### src/rtl/ram_ctrl_pkg.sv
// Shared definitions for the RAM burst controller and its RAM instantiation.
package ram_ctrl_pkg;

  // Default geometry of the 1024x8 asynchronous-write RAM.
  localparam int ADDR_SIZE_DEF = 10;
  localparam int WORD_SIZE_DEF = 8;
  localparam int LEN_W_DEF     = 4;

  // Burst sequencer states: one write path and one read path, both returning to IDLE.
  typedef enum logic [2:0] {
    IDLE,
    WR_WAIT,
    WR_SETUP,
    WR_STROBE,
    WR_HOLD,
    RD_ADDR,
    RD_CAPT,
    RD_WAIT
  } state_e;

endpackage

### src/rtl/ram_addr_gen.sv
// Burst address register with modulo wrap-around plus a beat down-counter.
module ram_addr_gen
  import ram_ctrl_pkg::*;
#(
  parameter int ADDR_SIZE = ADDR_SIZE_DEF,
  parameter int LEN_W     = LEN_W_DEF
) (
  input  logic                 clk,
  input  logic                 rst,
  input  logic                 load,
  input  logic [ADDR_SIZE-1:0] load_addr,
  input  logic [LEN_W-1:0]     load_len,
  input  logic                 advance,
  output logic [ADDR_SIZE-1:0] addr,
  output logic                 last
);

  logic [ADDR_SIZE-1:0] addr_q, addr_d;
  logic [LEN_W-1:0]     cnt_q, cnt_d;

  // Load a new burst, or step to the next beat; the adder wraps at 2**ADDR_SIZE.
  always_comb begin
    // NOTE: every variable gets a default first so no path leaves it unassigned (no latch).
    addr_d = addr_q;
    cnt_d  = cnt_q;
    if (load) begin
      addr_d = load_addr;
      cnt_d  = load_len;
    end else if (advance) begin
      addr_d = addr_q + ADDR_SIZE'(1);
      cnt_d  = cnt_q - LEN_W'(1);
    end
  end

  // Address and count registers with synchronous reset.
  always_ff @(posedge clk) begin
    // NOTE: non-blocking assignments so every flop samples pre-edge values.
    if (rst) begin
      addr_q <= '0;
      cnt_q  <= '0;
    end else begin
      addr_q <= addr_d;
      cnt_q  <= cnt_d;
    end
  end

  assign addr = addr_q;
  assign last = (cnt_q == '0);

endmodule

### src/rtl/ram_burst_ctrl.sv
// Burst request sequencer that drives an async-write, combinational-read RAM
// with setup/strobe/hold timing and returns read data on a backpressured stream.
module ram_burst_ctrl
  import ram_ctrl_pkg::*;
#(
  parameter int ADDR_SIZE = ADDR_SIZE_DEF,
  parameter int WORD_SIZE = WORD_SIZE_DEF,
  parameter int LEN_W     = LEN_W_DEF
) (
  input  logic                 clk,
  input  logic                 rst,
  input  logic                 req_valid,
  output logic                 req_ready,
  input  logic                 req_wr,
  input  logic [ADDR_SIZE-1:0] req_addr,
  input  logic [LEN_W-1:0]     req_len,
  input  logic                 wdata_valid,
  input  logic [WORD_SIZE-1:0] wdata,
  output logic                 wdata_ready,
  output logic                 rdata_valid,
  input  logic                 rdata_ready,
  output logic [WORD_SIZE-1:0] rdata,
  output logic                 rdata_last,
  output logic                 busy,
  output logic [ADDR_SIZE-1:0] ram_addr,
  output logic [WORD_SIZE-1:0] ram_data_in,
  output logic                 ram_wr,
  output logic                 ram_cs,
  input  logic [WORD_SIZE-1:0] ram_data_out
);

  state_e state_q, state_d;

  logic                 wdata_ready_q, wdata_ready_d;
  logic                 ram_wr_q, ram_wr_d;
  logic                 ram_cs_q, ram_cs_d;
  logic                 rdata_valid_q, rdata_valid_d;
  logic                 rdata_last_q, rdata_last_d;
  logic [WORD_SIZE-1:0] rdata_q, rdata_d;
  logic [WORD_SIZE-1:0] ram_data_in_q, ram_data_in_d;

  logic accept;
  logic wbeat;
  logic rbeat;
  logic advance;
  logic last;

  // Requests are taken only from IDLE and never while reset is held.
  assign req_ready = (state_q == IDLE) && !rst;
  assign accept    = req_valid && req_ready;
  assign wbeat     = wdata_valid && wdata_ready_q;
  assign rbeat     = rdata_valid_q && rdata_ready;

  // Step to the next beat after a write hold or a read handshake, unless it was the last one.
  assign advance = !last && (((state_q == WR_HOLD)) || ((state_q == RD_WAIT) && rbeat));

  ram_addr_gen #(
    .ADDR_SIZE (ADDR_SIZE),
    .LEN_W     (LEN_W)
  ) u_addr_gen (
    .clk       (clk),
    .rst       (rst),
    .load      (accept),
    .load_addr (req_addr),
    .load_len  (req_len),
    .advance   (advance),
    .addr      (ram_addr),
    .last      (last)
  );

  // Next state plus registered-output values derived from the state being entered,
  // so every RAM pin changes only on a clock edge and stays aligned with the FSM.
  always_comb begin
    state_d = state_q;
    unique case (state_q)
      IDLE:      if (accept) state_d = req_wr ? WR_WAIT : RD_ADDR;
      WR_WAIT:   if (wbeat) state_d = WR_SETUP;
      WR_SETUP:  state_d = WR_STROBE;
      WR_STROBE: state_d = WR_HOLD;
      WR_HOLD:   state_d = last ? IDLE : WR_WAIT;
      RD_ADDR:   state_d = RD_CAPT;
      RD_CAPT:   state_d = RD_WAIT;
      RD_WAIT:   if (rbeat) state_d = last ? IDLE : RD_ADDR;
      default:   state_d = IDLE;
    endcase

    wdata_ready_d = (state_d == WR_WAIT);
    ram_wr_d      = (state_d == WR_STROBE);
    ram_cs_d      = (state_d != IDLE);
    rdata_valid_d = (state_d == RD_WAIT);

    ram_data_in_d = ram_data_in_q;
    if (wbeat) ram_data_in_d = wdata;

    rdata_d      = rdata_q;
    rdata_last_d = (state_d == RD_WAIT) ? rdata_last_q : 1'b0;
    if (state_q == RD_CAPT) begin
      rdata_d      = ram_data_out;
      rdata_last_d = last;
    end
  end

  // State and output registers; reset aborts any burst on the next edge.
  always_ff @(posedge clk) begin
    if (rst) begin
      state_q       <= IDLE;
      wdata_ready_q <= 1'b0;
      ram_wr_q      <= 1'b0;
      ram_cs_q      <= 1'b0;
      rdata_valid_q <= 1'b0;
      rdata_last_q  <= 1'b0;
      rdata_q       <= '0;
      ram_data_in_q <= '0;
    end else begin
      state_q       <= state_d;
      wdata_ready_q <= wdata_ready_d;
      ram_wr_q      <= ram_wr_d;
      ram_cs_q      <= ram_cs_d;
      rdata_valid_q <= rdata_valid_d;
      rdata_last_q  <= rdata_last_d;
      rdata_q       <= rdata_d;
      ram_data_in_q <= ram_data_in_d;
    end
  end

  assign busy        = (state_q != IDLE);
  assign wdata_ready = wdata_ready_q;
  assign ram_wr      = ram_wr_q;
  assign ram_cs      = ram_cs_q;
  assign ram_data_in = ram_data_in_q;
  assign rdata_valid = rdata_valid_q;
  assign rdata_last  = rdata_last_q;
  assign rdata       = rdata_q;

endmodule

### config.mk
export PLATFORM = sky130hd
export DESIGN_NAME = ram_burst_ctrl
export DESIGN_NICKNAME = d
export VERILOG_FILES = /design/src/rtl/ram_ctrl_pkg.sv /design/src/rtl/ram_addr_gen.sv /design/src/rtl/ram_burst_ctrl.sv
export SDC_FILE = /design/constraint.sdc
export NUM_CORES = 1
export LEC_CHECK = 0
export BUFFER_PORTS_ARGS = -buffer_cell sky130_fd_sc_hd__buf_4
export CAP_MARGIN = 15
export CORE_ASPECT_RATIO = 0.8
export CORE_MARGIN = 2
export CORE_UTILIZATION = 51
export CTS_CLUSTER_SIZE = 8
export DETAILED_ROUTE_END_ITERATION = 10
export GPL_TIMING_DRIVEN = 0
export PLACE_DENSITY = 0.84
export SLEW_MARGIN = 5
export SYNTH_ARGS = -nofsm -noshare
export SYNTH_HDL_FRONTEND = slang
export SYNTH_SLANG_ARGS = --single-unit
### constraint.sdc
create_clock -name clk -period 3.9 [get_ports clk]
set_input_delay 0.78 -clock clk [delete_from_list [all_inputs] [get_ports clk]]
set_output_delay 0.78 -clock clk [all_outputs]
set_load 0.01 [all_outputs]
[After elaboration in Yosys (flattened, before gate mapping)]
Index checks and enable logic that the tools add are counted.
Storage, ports and cells
  bits in registers: 38
  input port bits: 36
Operators by class
  add/subtract/negate cells: 2
  eq/ne operators: 11
  muxes and demuxes: 13
  reductions and logical operators: 14
Operator list (number)
  3-bit case mux with 8 select lines: 1
  10-bit 2-to-1 mux: 2
  3-bit equality test, second input constant: 5
  3-bit 2-to-1 mux: 5
  10-bit by 1-bit adder with 10-bit output, second input constant: 1
  3-bit by 2-bit equality test with 1-bit output, second input constant: 3
  4-bit 2-to-1 mux: 2
  3-bit by 1-bit equality test with 1-bit output, second input constant: 2
  1-bit logical AND: 6
  3-bit nonzero test: 2
  4-bit zero test: 1
  4-bit by 1-bit subtractor with 4-bit output, second input constant: 1
  3-bit zero test: 1
  1-bit 2-to-1 mux: 3
  1-bit zero test: 2
  2-bit by 1-bit != test with 1-bit output, second input constant: 1
  2-bit nonzero test: 1
  1-bit logical OR: 1

[Logic depth before layout (Yosys ltp)]
  depth in word-level cells: 8
  mapped depth: 8
  depth with buffers taken out: 7

[Hierarchy]
From an unflattened synthesis, not the netlist that was laid out.
Unflattened totals
  cell total of the unflattened synthesis: 215
  area total of the unflattened synthesis: 1789.2 µm²
Modules (own cells, without submodules)
  ram_burst_ctrl: instances 1, cells each 123, area an instance 987.2 µm², sequential area each 480.5 µm²
  ram_addr_gen: instances 1, cells each 92, area an instance 802.0 µm², sequential area each 280.3 µm²

[Least setup slack after synthesis]
Ideal clock, no wire load.
  path kind: input to output
  start: in rst
  end: out req_ready
  arrival: 1.424 ns
  slack: 1.696 ns
  stages: 3
  path buffers: 2
  cell sequence: clkbuf_1 > clkbuf_1 > nor2_1
On the way
  cells in the longest elaborated chain, start to end: 2
Ends and longest elaborated chain
  from (decl): RTL line ram_burst_ctrl.sv:11  | input logic rst,
  1-bit zero test: RTL line ram_burst_ctrl.sv:49  | assign req_ready = (state_q == IDLE) && !rst;
  1-bit logical AND: RTL line ram_burst_ctrl.sv:49
  to (decl): RTL line ram_burst_ctrl.sv:13  | output logic req_ready,
Every way passes these cells.

[Final worst setup path]
Ends and elaborated chain as after synthesis.

==> results list <==
- Number of global-route vias before repair: 1595
- The worst setup path is captured at an output pin.
* Fmax: 381 MHz
* Endpoints failing setup: 0
* Required time worst endpoint: approximately 3.1 ns
* Leak: about 1.0 nW
* Post-CTS setup buffer count: 0
* Deepest level of the CTS H-tree: 2
* Count of flip-flops with a built-in enable after synthesis: 0
- Share of final-layout standard cells stronger than drive strength 1: 30.5%
* Worst setup path class: in -> out
* Number of flip-flops and latches in the synthesized netlist: 38
* Max-capacitance violation count: 0
* Effective utilization at floorplan: 54.2%
* Final Cycle Share: 67.2%
* Clock tree from TritonCTS: done
* Overall die area: between 3000 and 4000 um2
* Max-slew violation total from the final report: 0
- Horiz. Die Dim: 68.7 um
- Flip-flop cell with the highest count after synthesis: sky130_fd_sc_hd__dfxtp_1
* Clk buf depth: 2
- Final total negative setup slack: 0 ns
* Maximum resistive drop on vdd: 497 uV
* Average instance area after synthesis: 8.11 um2
- For this design, the CTS-stage hold fixing added 0 buffers.
- Total wire length after detailed routing: 4.55 mm
- The flow ran to the end, and the final reports show no timing, DRC or antenna violations.
- Number of hold violations in the final report: 0
- Filler-free cell count of the finished design: 325
- On the worst path, the slowest cell contributes a delay of 0.43 ns.
- At the worst endpoint, the arrival time is 1.84 ns.
- Syn nets: 249
* Drt first pass iters: 4
* Total I/O pin count: 69
- After clock tree synthesis, the repair step resized 0 gates.
* Power per unit of standard cell area: 496 nW/um2
* Vias per Instance: 5.30
* Crit path top cell by count: sky130_fd_sc_hd__clkbuf_1
- Number of antenna violations at the first check in global routing: 0
* CTS sink count: 38
* Library cells used by synthesis: 36
- In the routed design, unresolved DRC markers number 0.
- Worst Setup Start Kind: input pin
- The filler cells instantiated in the layout total 256.
- For the final database, setup skew stands at about 0.0086 ns.
* Clk pin slew, worst setup/hold paths: 0.07 ns
- Synth async-reset ratio: 0%
- In the global route stage, overall resource usage came out at 26.0%.
* Min cycle time layout: ~2.6 ns
- Std cell rows: 18
- Compared with the post-synthesis result, the final layout area differs by 39.9%.
* Maximum fanout count along the critical path: 10
- Global route total overflow: 0
- The final layout contains 322 nets.
- The first global-routing pass estimated 7.49 mm of wire.
- Walking the worst path, the cells encountered are clkbuf_1 > clkbuf_1 > nor2_1 > buf_4.
* Cell at the slowest stage of the critical path: sky130_fd_sc_hd__clkbuf_1
- Worst slew margin: 65.2%
- Mapped Cells: approximately 210
* Path category of the worst min-delay check: reg -> reg
- Summing every instance area after synthesis gives about 1700 um2.
- Post-DP HPWL: 3.17 mm
- The tree is rooted in a sky130_fd_sc_hd__clkbuf_8.
- Setup repair after global routing left no endpoint under its margin.
- The repair_antennas step left the layout with diodes totalling 0.
- Setup ws final: about 1.3 ns
- The routed layout has 1722 vias.
* Cts bufs inserted: 5
- Share of synthesized area occupied by flip-flops and latches: 44.5%
- Maximum number of pins on one net before global-route repair: 14
- Transition time at the pin with the least slew margin: 0.520 ns
- Final weighted congestion of routability-driven global placement: just over 0.8
- Average wire per cell in the routed design: 14.0 um
* Number of routed nets with antenna violations: 0
- Floorplan core area: between 3000 and 4000 um2
- The number of placed instances, taps included, is 317.
- Setup WS pre-CTS: 1.28 ns
- Buffers placed on the I/O ports in this run total between 60 and 70.
- Clock latency on the worst-skew pair: about 0.30 ns
- For this block, the initial DRC count from the detailed router was 133.
* Die height: 55.8 um
- Syn. warnings: 0
[final timing paths]
path | end | slack [ns] | from | depth (start not counted)
setup / recovery | req_ready | 1.28 | rst | 4
hold reg to reg | rdata[0] | 0.46 | rdata[0] | 2
hold / removal | rdata[0] | 0.46 | rdata[0] | 2
setup reg to reg | u_addr_gen.addr[4] | 1.96 | u_addr_gen.cnt_q[0] | 8
[power breakdown]
group	total, mW	internal, mW	switching (mW)
combinational	0.319	0.151	0.168
sequential	0.467	0.433	0.0347
clock	0.401	0.256	0.145
total	1.19	0.840	0.348
[cells in the mapped netlist (2+ instances only)]
master / n / area share, %
sky130_fd_sc_hd__xor2_1: 6 / 3.1
sky130_fd_sc_hd__inv_1: 2 / 0.44
sky130_fd_sc_hd__o21ai_0: 4 / 1.2
sky130_fd_sc_hd__nor2b_1: 2 / 0.73
sky130_fd_sc_hd__buf_2: 5 / 1.5
sky130_fd_sc_hd__nand4_1: 2 / 0.73
sky130_fd_sc_hd__clkbuf_1: 8 / 1.8
sky130_fd_sc_hd__and3_1: 3 / 1.1
sky130_fd_sc_hd__o211a_1: 2 / 1.2
sky130_fd_sc_hd__xnor2_1: 4 / 2.0
sky130_fd_sc_hd__ha_1: 2 / 1.5
sky130_fd_sc_hd__nor2_1: 22 / 4.8
sky130_fd_sc_hd__dfxtp_1: 38 / 44
sky130_fd_sc_hd__buf_6: 2 / 1.3
sky130_fd_sc_hd__nand2_1: 42 / 9.2
sky130_fd_sc_hd__or3_1: 2 / 0.73
sky130_fd_sc_hd__a211oi_1: 10 / 4.4
sky130_fd_sc_hd__a311oi_1: 2 / 1.0
sky130_fd_sc_hd__a21oi_1: 22 / 6.4
sky130_fd_sc_hd__nor3_1: 5 / 1.5
sky130_fd_sc_hd__nand3_1: 11 / 3.2
[sequential cells by signal, summed over array words and instances, names as in the netlist]
| name | count |
|---|---|
| ram_cs | 1 |
| u_addr_gen.cnt_q | 4 |
| ram_wr | 1 |
| ram_data_in | 8 |
| rdata | 8 |
| u_addr_gen.addr | 10 |
| rdata_valid | 1 |
| rdata_last | 1 |
| wdata_ready | 1 |
| state_q | 3 |
[critical path: cells and delay by family]
kind / cells / cell delay, ns
buf+inv: 3 / 0.96
simple gates: 1 / 0.10
[routing by layer]
layer  routed length, um  vias up  part of all wire, %  global-route usage (%)
li1                    -      873                    -                       -
met1                2030      785                   45                    36.2
met2                2140       56                   47                    38.0
met3                 305        8                  6.7                    6.28
met4                  70        0                  1.5                    10.6
met5                   0        -                    0                       0
[stage by stage]
step / area, um2 / util [%] / power, mW / hold WS, ns
final: 2390 / 75.9 / 1.19 / 0.458
after CTS: 2390 / 75.9 / 1.19 / 0.458
after global placement: 2260 / 71.5 / 0.783 / 0.443
after floorplan: 1710 / - / 0.660 / 0.468
after global routing: 2390 / 75.9 / 1.25 / 0.476
after detailed placement: 2260 / 71.5 / 0.789 / 0.447
[kinds of logic after synthesis]
logic type,after synthesis,share of synthesized area (%)
compound gates,46,17.6
xor+xnor,10,5.12
fa+ha+maj,3,2.05
buf+inv,17,4.97
flops,38,44.5
simple gates,97,25.8
[layout make-up]
cell class              instances  area (um2)  share of cell area, %
multi-input cells             156         865                   36.1
well taps                      40        50.0                   2.09
flip-flops and latches         38         761                   31.8
plain buffers                  15        77.6                   3.24
clock buffers                   5        68.8                   2.88
inverters                       2        7.51                  0.314
repair buffers                 66         495                   20.7
clock inverters                 3        68.8                   2.88
[layout by cell type (no fill, tap or decap), types with 3 or more instances in the layout]
cell                       count
sky130_fd_sc_hd__nand3_1      11
sky130_fd_sc_hd__nor3_1        5
sky130_fd_sc_hd__and3_1        3
sky130_fd_sc_hd__o21ai_0       4
sky130_fd_sc_hd__a211oi_1     10
sky130_fd_sc_hd__nor2_1       22
sky130_fd_sc_hd__clkbuf_8      5
sky130_fd_sc_hd__buf_4        66
sky130_fd_sc_hd__dfxtp_1      38
sky130_fd_sc_hd__buf_2         5
sky130_fd_sc_hd__xor2_1        6
sky130_fd_sc_hd__clkbuf_1      8
sky130_fd_sc_hd__a21oi_1      22
sky130_fd_sc_hd__xnor2_1       4
sky130_fd_sc_hd__nand2_1      42
No activity file was read; power rests on OpenSTA's default activity.
